File: config.mk
export PLATFORM = sky130hd
export DESIGN_NAME = piso_shift_reg_param_flat
export DESIGN_NICKNAME = d
export VERILOG_FILES = /design/src/rtl/piso_shift_reg_param_if.sv /design/src/rtl/piso_shift_reg_param.sv /design/src/flat_wrapper.sv
export SDC_FILE = /design/constraint.sdc
export NUM_CORES = 1
export LEC_CHECK = 0
export CORE_AREA = 2 2 39 41
export DETAILED_ROUTE_END_ITERATION = 8
export DIE_AREA = 0 0 41 43
export PLACE_DENSITY = 0.67
export RECOVER_POWER = 100
export SYNTH_ARGS = -nofsm -noshare
export SYNTH_HDL_FRONTEND = slang
export SYNTH_SLANG_ARGS = --single-unit
File: constraint.sdc
create_clock -name clk -period 2 [get_ports clk]
set_input_delay 0.5 -clock clk [delete_from_list [all_inputs] [get_ports clk]]
set_output_delay 0.5 -clock clk [all_outputs]
set_load 0.02 [all_outputs]
File: src/rtl/piso_shift_reg_param_if.sv
// Load handshake and serial-side bundle for the parametrised PISO.
// master = word source / link driver, slave = the shift register.
interface piso_shift_reg_param_if #(
  parameter int WIDTH = 4
);
  logic             load_valid;
  logic             load_ready;
  logic [WIDTH-1:0] parallel_in;
  logic             shift_en;
  logic             serial_out;
  logic             serial_valid;
  logic             frame_start;
  logic             frame_done;
  logic             busy;

  modport master (
    output load_valid,
    output parallel_in,
    output shift_en,
    input  load_ready,
    input  serial_out,
    input  serial_valid,
    input  frame_start,
    input  frame_done,
    input  busy
  );

  modport slave (
    input  load_valid,
    input  parallel_in,
    input  shift_en,
    output load_ready,
    output serial_out,
    output serial_valid,
    output frame_start,
    output frame_done,
    output busy
  );
endinterface

File: src/rtl/piso_shift_reg_param.sv
// Parametrised parallel-in/serial-out shift register with valid/ready
// load, shift stall, frame status pulses and gapless back-to-back frames.
module piso_shift_reg_param #(
  parameter int WIDTH      = 4,
  parameter bit MSB_FIRST  = 1'b1,
  parameter bit IDLE_LEVEL = 1'b0
) (
  input  logic clk,
  input  logic rst,
  piso_shift_reg_param_if.slave bus
);
  localparam int CW = $clog2(WIDTH);

  typedef enum logic {
    IDLE,
    SHIFT
  } state_e;

  state_e           state_q, state_d;
  logic [WIDTH-1:0] shreg_q, shreg_d;
  logic [CW-1:0]    cnt_q, cnt_d;
  logic             sout_q, sout_d;
  logic             sval_q, sval_d;
  logic             fs_q, fs_d;
  logic             fd_q, fd_d;

  logic             last;
  logic             accept;
  logic             first_bit;
  logic             next_bit;
  logic [WIDTH-1:0] shifted;

  assign last = (cnt_q == CW'(WIDTH - 1));

  assign bus.load_ready = (state_q == IDLE)
                        | ((state_q == SHIFT) & last & bus.shift_en);

  assign accept = bus.load_valid & bus.load_ready;

  // shreg keeps the current bit at its outgoing end; next bit sits one in
  assign first_bit = MSB_FIRST ? bus.parallel_in[WIDTH-1]
                               : bus.parallel_in[0];
  assign next_bit  = MSB_FIRST ? shreg_q[WIDTH-2] : shreg_q[1];
  assign shifted   = MSB_FIRST ? {shreg_q[WIDTH-2:0], 1'b0}
                               : {1'b0, shreg_q[WIDTH-1:1]};

  always_comb begin
    state_d = state_q;
    shreg_d = shreg_q;
    cnt_d   = cnt_q;
    sout_d  = sout_q;
    sval_d  = sval_q;
    fs_d    = 1'b0;
    fd_d    = 1'b0;

    unique case (state_q)
      IDLE: begin
        sout_d = IDLE_LEVEL;
        sval_d = 1'b0;
        if (accept) begin
          shreg_d = bus.parallel_in;
          sout_d  = first_bit;
          sval_d  = 1'b1;
          fs_d    = 1'b1;
          cnt_d   = '0;
          state_d = SHIFT;
        end
      end
      SHIFT: begin
        if (bus.shift_en) begin
          if (!last) begin
            shreg_d = shifted;
            sout_d  = next_bit;
            cnt_d   = cnt_q + CW'(1);
          end else begin
            fd_d = 1'b1;
            if (accept) begin
              shreg_d = bus.parallel_in;
              sout_d  = first_bit;
              sval_d  = 1'b1;
              fs_d    = 1'b1;
              cnt_d   = '0;
            end else begin
              sout_d  = IDLE_LEVEL;
              sval_d  = 1'b0;
              cnt_d   = '0;
              state_d = IDLE;
            end
          end
        end
      end
      default: state_d = IDLE;
    endcase
  end

  always_ff @(posedge clk) begin
    if (!rst) begin
      state_q <= IDLE;
      shreg_q <= '0;
      cnt_q   <= '0;
      sout_q  <= IDLE_LEVEL;
      sval_q  <= 1'b0;
      fs_q    <= 1'b0;
      fd_q    <= 1'b0;
    end else begin
      state_q <= state_d;
      shreg_q <= shreg_d;
      cnt_q   <= cnt_d;
      sout_q  <= sout_d;
      sval_q  <= sval_d;
      fs_q    <= fs_d;
      fd_q    <= fd_d;
    end
  end

  assign bus.serial_out   = sout_q;
  assign bus.serial_valid = sval_q;
  assign bus.frame_start  = fs_q;
  assign bus.frame_done   = fd_q;
  assign bus.busy         = (state_q == SHIFT);
endmodule

File: src/flat_wrapper.sv
// flat-port wrapper written by rule: the top's interface ports become plain ports
module piso_shift_reg_param_flat 
#(
  parameter int WIDTH      = 4,
  parameter bit MSB_FIRST  = 1'b1,
  parameter bit IDLE_LEVEL = 1'b0
)
  (clk, rst, bus_load_valid, bus_parallel_in, bus_shift_en, bus_load_ready, bus_serial_out, bus_serial_valid, bus_frame_start, bus_frame_done, bus_busy);
  piso_shift_reg_param_if #(.WIDTH(WIDTH)) bus_i ();
  input  logic clk;
  input  logic rst;
  input wire logic [$bits(bus_i.load_valid)-1:0] bus_load_valid;
  input wire logic [$bits(bus_i.parallel_in)-1:0] bus_parallel_in;
  input wire logic [$bits(bus_i.shift_en)-1:0] bus_shift_en;
  output wire logic [$bits(bus_i.load_ready)-1:0] bus_load_ready;
  output wire logic [$bits(bus_i.serial_out)-1:0] bus_serial_out;
  output wire logic [$bits(bus_i.serial_valid)-1:0] bus_serial_valid;
  output wire logic [$bits(bus_i.frame_start)-1:0] bus_frame_start;
  output wire logic [$bits(bus_i.frame_done)-1:0] bus_frame_done;
  output wire logic [$bits(bus_i.busy)-1:0] bus_busy;
  assign bus_i.load_valid = bus_load_valid;
  assign bus_i.parallel_in = bus_parallel_in;
  assign bus_i.shift_en = bus_shift_en;
  assign bus_load_ready = bus_i.load_ready;
  assign bus_serial_out = bus_i.serial_out;
  assign bus_serial_valid = bus_i.serial_valid;
  assign bus_frame_start = bus_i.frame_start;
  assign bus_frame_done = bus_i.frame_done;
  assign bus_busy = bus_i.busy;
  piso_shift_reg_param #(.WIDTH(WIDTH), .MSB_FIRST(MSB_FIRST), .IDLE_LEVEL(IDLE_LEVEL)) u_core (.clk(clk), .rst(rst), .bus(bus_i));
endmodule
==> results.yml <==
status:
  status: "finished, final reports clean"
die:
  rows: 14
  die_x_um: 41
  ios: 14
  die_area_um2: 1760
  core-area_um2: 1380
  die_h_um: 43
  initial_core_util_pct: 36.5
logic_synthesis:
  avgSynthCellArea_um2: 9.19
  syn-instance-count: 55
  synthTopCellsByArea: "dfxtp_1, a21oi_1, mux2i_1, nor2_1, o2bb2ai_1"
  synth_most_common_cell: "dfxtp_1"
  synth_warnings: 0
  ys_ff_latch: 10
  yosys.cell_types.count: 29
  synth_edf_count: 0
  synth.top_cell.area_share_pct: 39.6
  synth.top_cells.by_count: "dfxtp_1, nor2_1, a21oi_1"
  seq_area_frac_synth_pct: 39.6
  synthFlopType: "dfxtp_1"
  syn_area_um2: 505
  ys_async_sr_fraction_pct: 0
  yosys.area.top_type: "dfxtp_1"
  synth_fp_nets: 64
grt:
  grt_max_degree: 12
  grt_use_total_pct: 15.0
  grt_pass1_wl_um: 1700
  antenna_found_initial: 0
  grt_pass1_vias: 389
  gr-total-overflow: 0
cells_and_area:
  design_area_um2: 713
  final_nets: 86
  area_delta_synth_final_pct: 41.1
  drive_above_1_share_pct: 20.0
  antenna_cells: 0
clock_network:
  cts_root_buffer: "clkbuf_4"
  clkSinkCount: 10
  numCtsBuffers: 3
  cts_tree: "done"
  clk_latency_ns: 0.27
  cts.path.max_buffers: 2
  ctsHtreeMaxLevel: 1
  path_clk_slew_ns: 0.07
setup_path:
  crit_type: "input port to output pin"
  cp_slowest_cell: "clkdlybuf4s50_1"
  cp_data_arrival_time_ns: 1.44
  critPathMaxStageDelay_ns: 0.44
  reg2reg_slack_ns: 0.59
  crit_fanout: 2
  crit_chain: "clkdlybuf4s50_1 -> a21boi_2 -> inv_2 -> clkdlybuf4s15_1"
  critPathLaunchType: "input port"
  worstPathRequired_ns: 1.50
  worstSetupEndpointType: "output pin"
timing:
  slew_viol_final: 0
  rsz0062_at_grt: "no"
  fin_ws_ns: 0.0572
  final_hold_viol_count: 0
  period_needed_ns: 1.94
  fin_setup_tns_ns: 0
  timing.final.crit_share_pct: 97.1
  fin_skew_ns: 0.0102
  worst_pin_slew_ns: 0.423
  max_freq_ghz: 0.515
  relSlewSlack_pct: 71.8
  setup_viol: 0
placement:
  dpl_cell_area_um2: 687
  place_congestion: 0.746
  pre_cts_ws_ns: -0.204
  dp_hpwl_um: 811
  portBuffers: 13
pwr:
  p_int_mw: 0.330
  ir_worst_vdd_uv: 409
  comb_power_share_pct: 21.3
  leakagePower_nw: 0.303
  p_sw_share_pct: 26.5
  p_switching_mw: 0.119
  clockPowerShare_pct: 30.3
  p_seq_share_pct: 48.4
  p_per_area_nw_per_um2: 629
routing:
  vias_per_cell: 5.18
  drc: 0
  drtIter0Drc: 11
  wl_per_cell_um: 12.4
  vias: 471
  finalWirelength_um: 1120
  ant_nets: 0
  drtPass1Iterations: 4
worst_hold_path:
  hold_path.class: "flip-flop to flip-flop"
flow_run:
  drv_cap: 0
## final cells by class
| cell class | count | area, um^2 |
|---|---|---|
| Timing Repair Buffer | 20 | 179 |
| Fill cell | 139 | 671 |
| Multi-Input combinational cell | 38 | 277 |
| Clock buffer | 3 | 22.5 |
| Sequential cell | 10 | 200 |
| Inverter | 4 | 15.0 |
| Tap cell | 16 | 20.0 |
## per-layer routing
layer	track usage [%]	vias to the layer above	routed length, um
li1	-	244	-
met1	19.9	214	541
met2	19.1	13	505
met3	7.85	0	76
met4	8.00	0	0
met5	0	-	0
## path summary, 6_finish.rpt
| path | startpoint | end | depth (start not counted) |
|---|---|---|---|
| worst min-delay path | u_core.shreg_q[1] | u_core.shreg_q[1] | 2 |
| worst max register to register | u_core.cnt_q[0] | u_core.shreg_q[1] | 5 |
| worst min register to register | u_core.shreg_q[1] | u_core.shreg_q[1] | 2 |
| worst max-delay path | bus_shift_en | bus_load_ready | 4 |
## state kept, by name, indices dropped and copies added (netlist names)
name,flops
u_core.bus.serial_out,1
u_core.shreg_q,3
u_core.bus.serial_valid,1
u_core.cnt_q,2
u_core.bus.frame_start,1
u_core.bus.busy,1
u_core.bus.frame_done,1
## cell usage in the layout (no fill, tap or decap), types with 2 or more instances in the layout
cell	count
a21oi_1	4
buf_4	5
clkbuf_4	4
clkdlybuf4s50_1	6
dfxtp_1	10
dlygate4sd3_1	6
inv_1	3
mux2i_1	2
nand2_1	2
nand2b_1	2
nand3b_1	2
nor2_1	5
o21ai_0	2
o21ai_1	2
o2bb2ai_1	2
## critical path, delay by kind of cell
kind                   cells  cell delay, ns
AO/OA/AOI/OAI              1            0.18
buffers and inverters      3            0.77
## power groups by stage
stage	Sequential, mW	Combinational, mW	Clock [mW]
5_1_grt	0.218	0.103	0.152
6_report	0.217	0.0955	0.136
2_1_floorplan	0.228	0.0469	0
3_3_place_gp	0.221	0.0968	0
4_1_cts	0.218	0.0966	0.148
3_5_place_dp	0.222	0.0969	0
## through the flow
| stage | hold WS [ns] | util, % | cells | total power [mW] |
|---|---|---|---|---|
| 6_report | 0.475 | 51.5 | 91 | 0.449 |
| 5_1_grt | 0.491 | 51.5 | 91 | 0.473 |
| 4_1_cts | 0.473 | 51.2 | 90 | 0.462 |
| 3_5_place_dp | 0.463 | 49.6 | 87 | 0.319 |
| 3_3_place_gp | 0.454 | 49.6 | 87 | 0.318 |
| 2_1_floorplan | 0.435 | - | 55 | 0.275 |
## what timing repair did
item,4_1_cts,5_1_grt
hold buffers,0,0
setup endpoints to repair,1,1
endpoints found under the hold margin,0,0
pin swaps,0,1
cloned,0,0
buffers inserted,0,1
resized for setup,1,1
## kinds of logic (layout without fill, tap and decap cells)
| kind of cell | Yosys count | in the layout | synth area share (%) |
|---|---|---|---|
| simple gates | 18 | 18 | 23.0 |
| compound gates | 17 | 17 | 25.2 |
| flops | 10 | 10 | 39.6 |
| buf+inv | 7 | 27 | 5.69 |
| mux | 2 | 2 | 3.96 |
| fa+ha+maj | 1 | 1 | 2.47 |
Note: power is estimated with default switching activity, not from simulation.
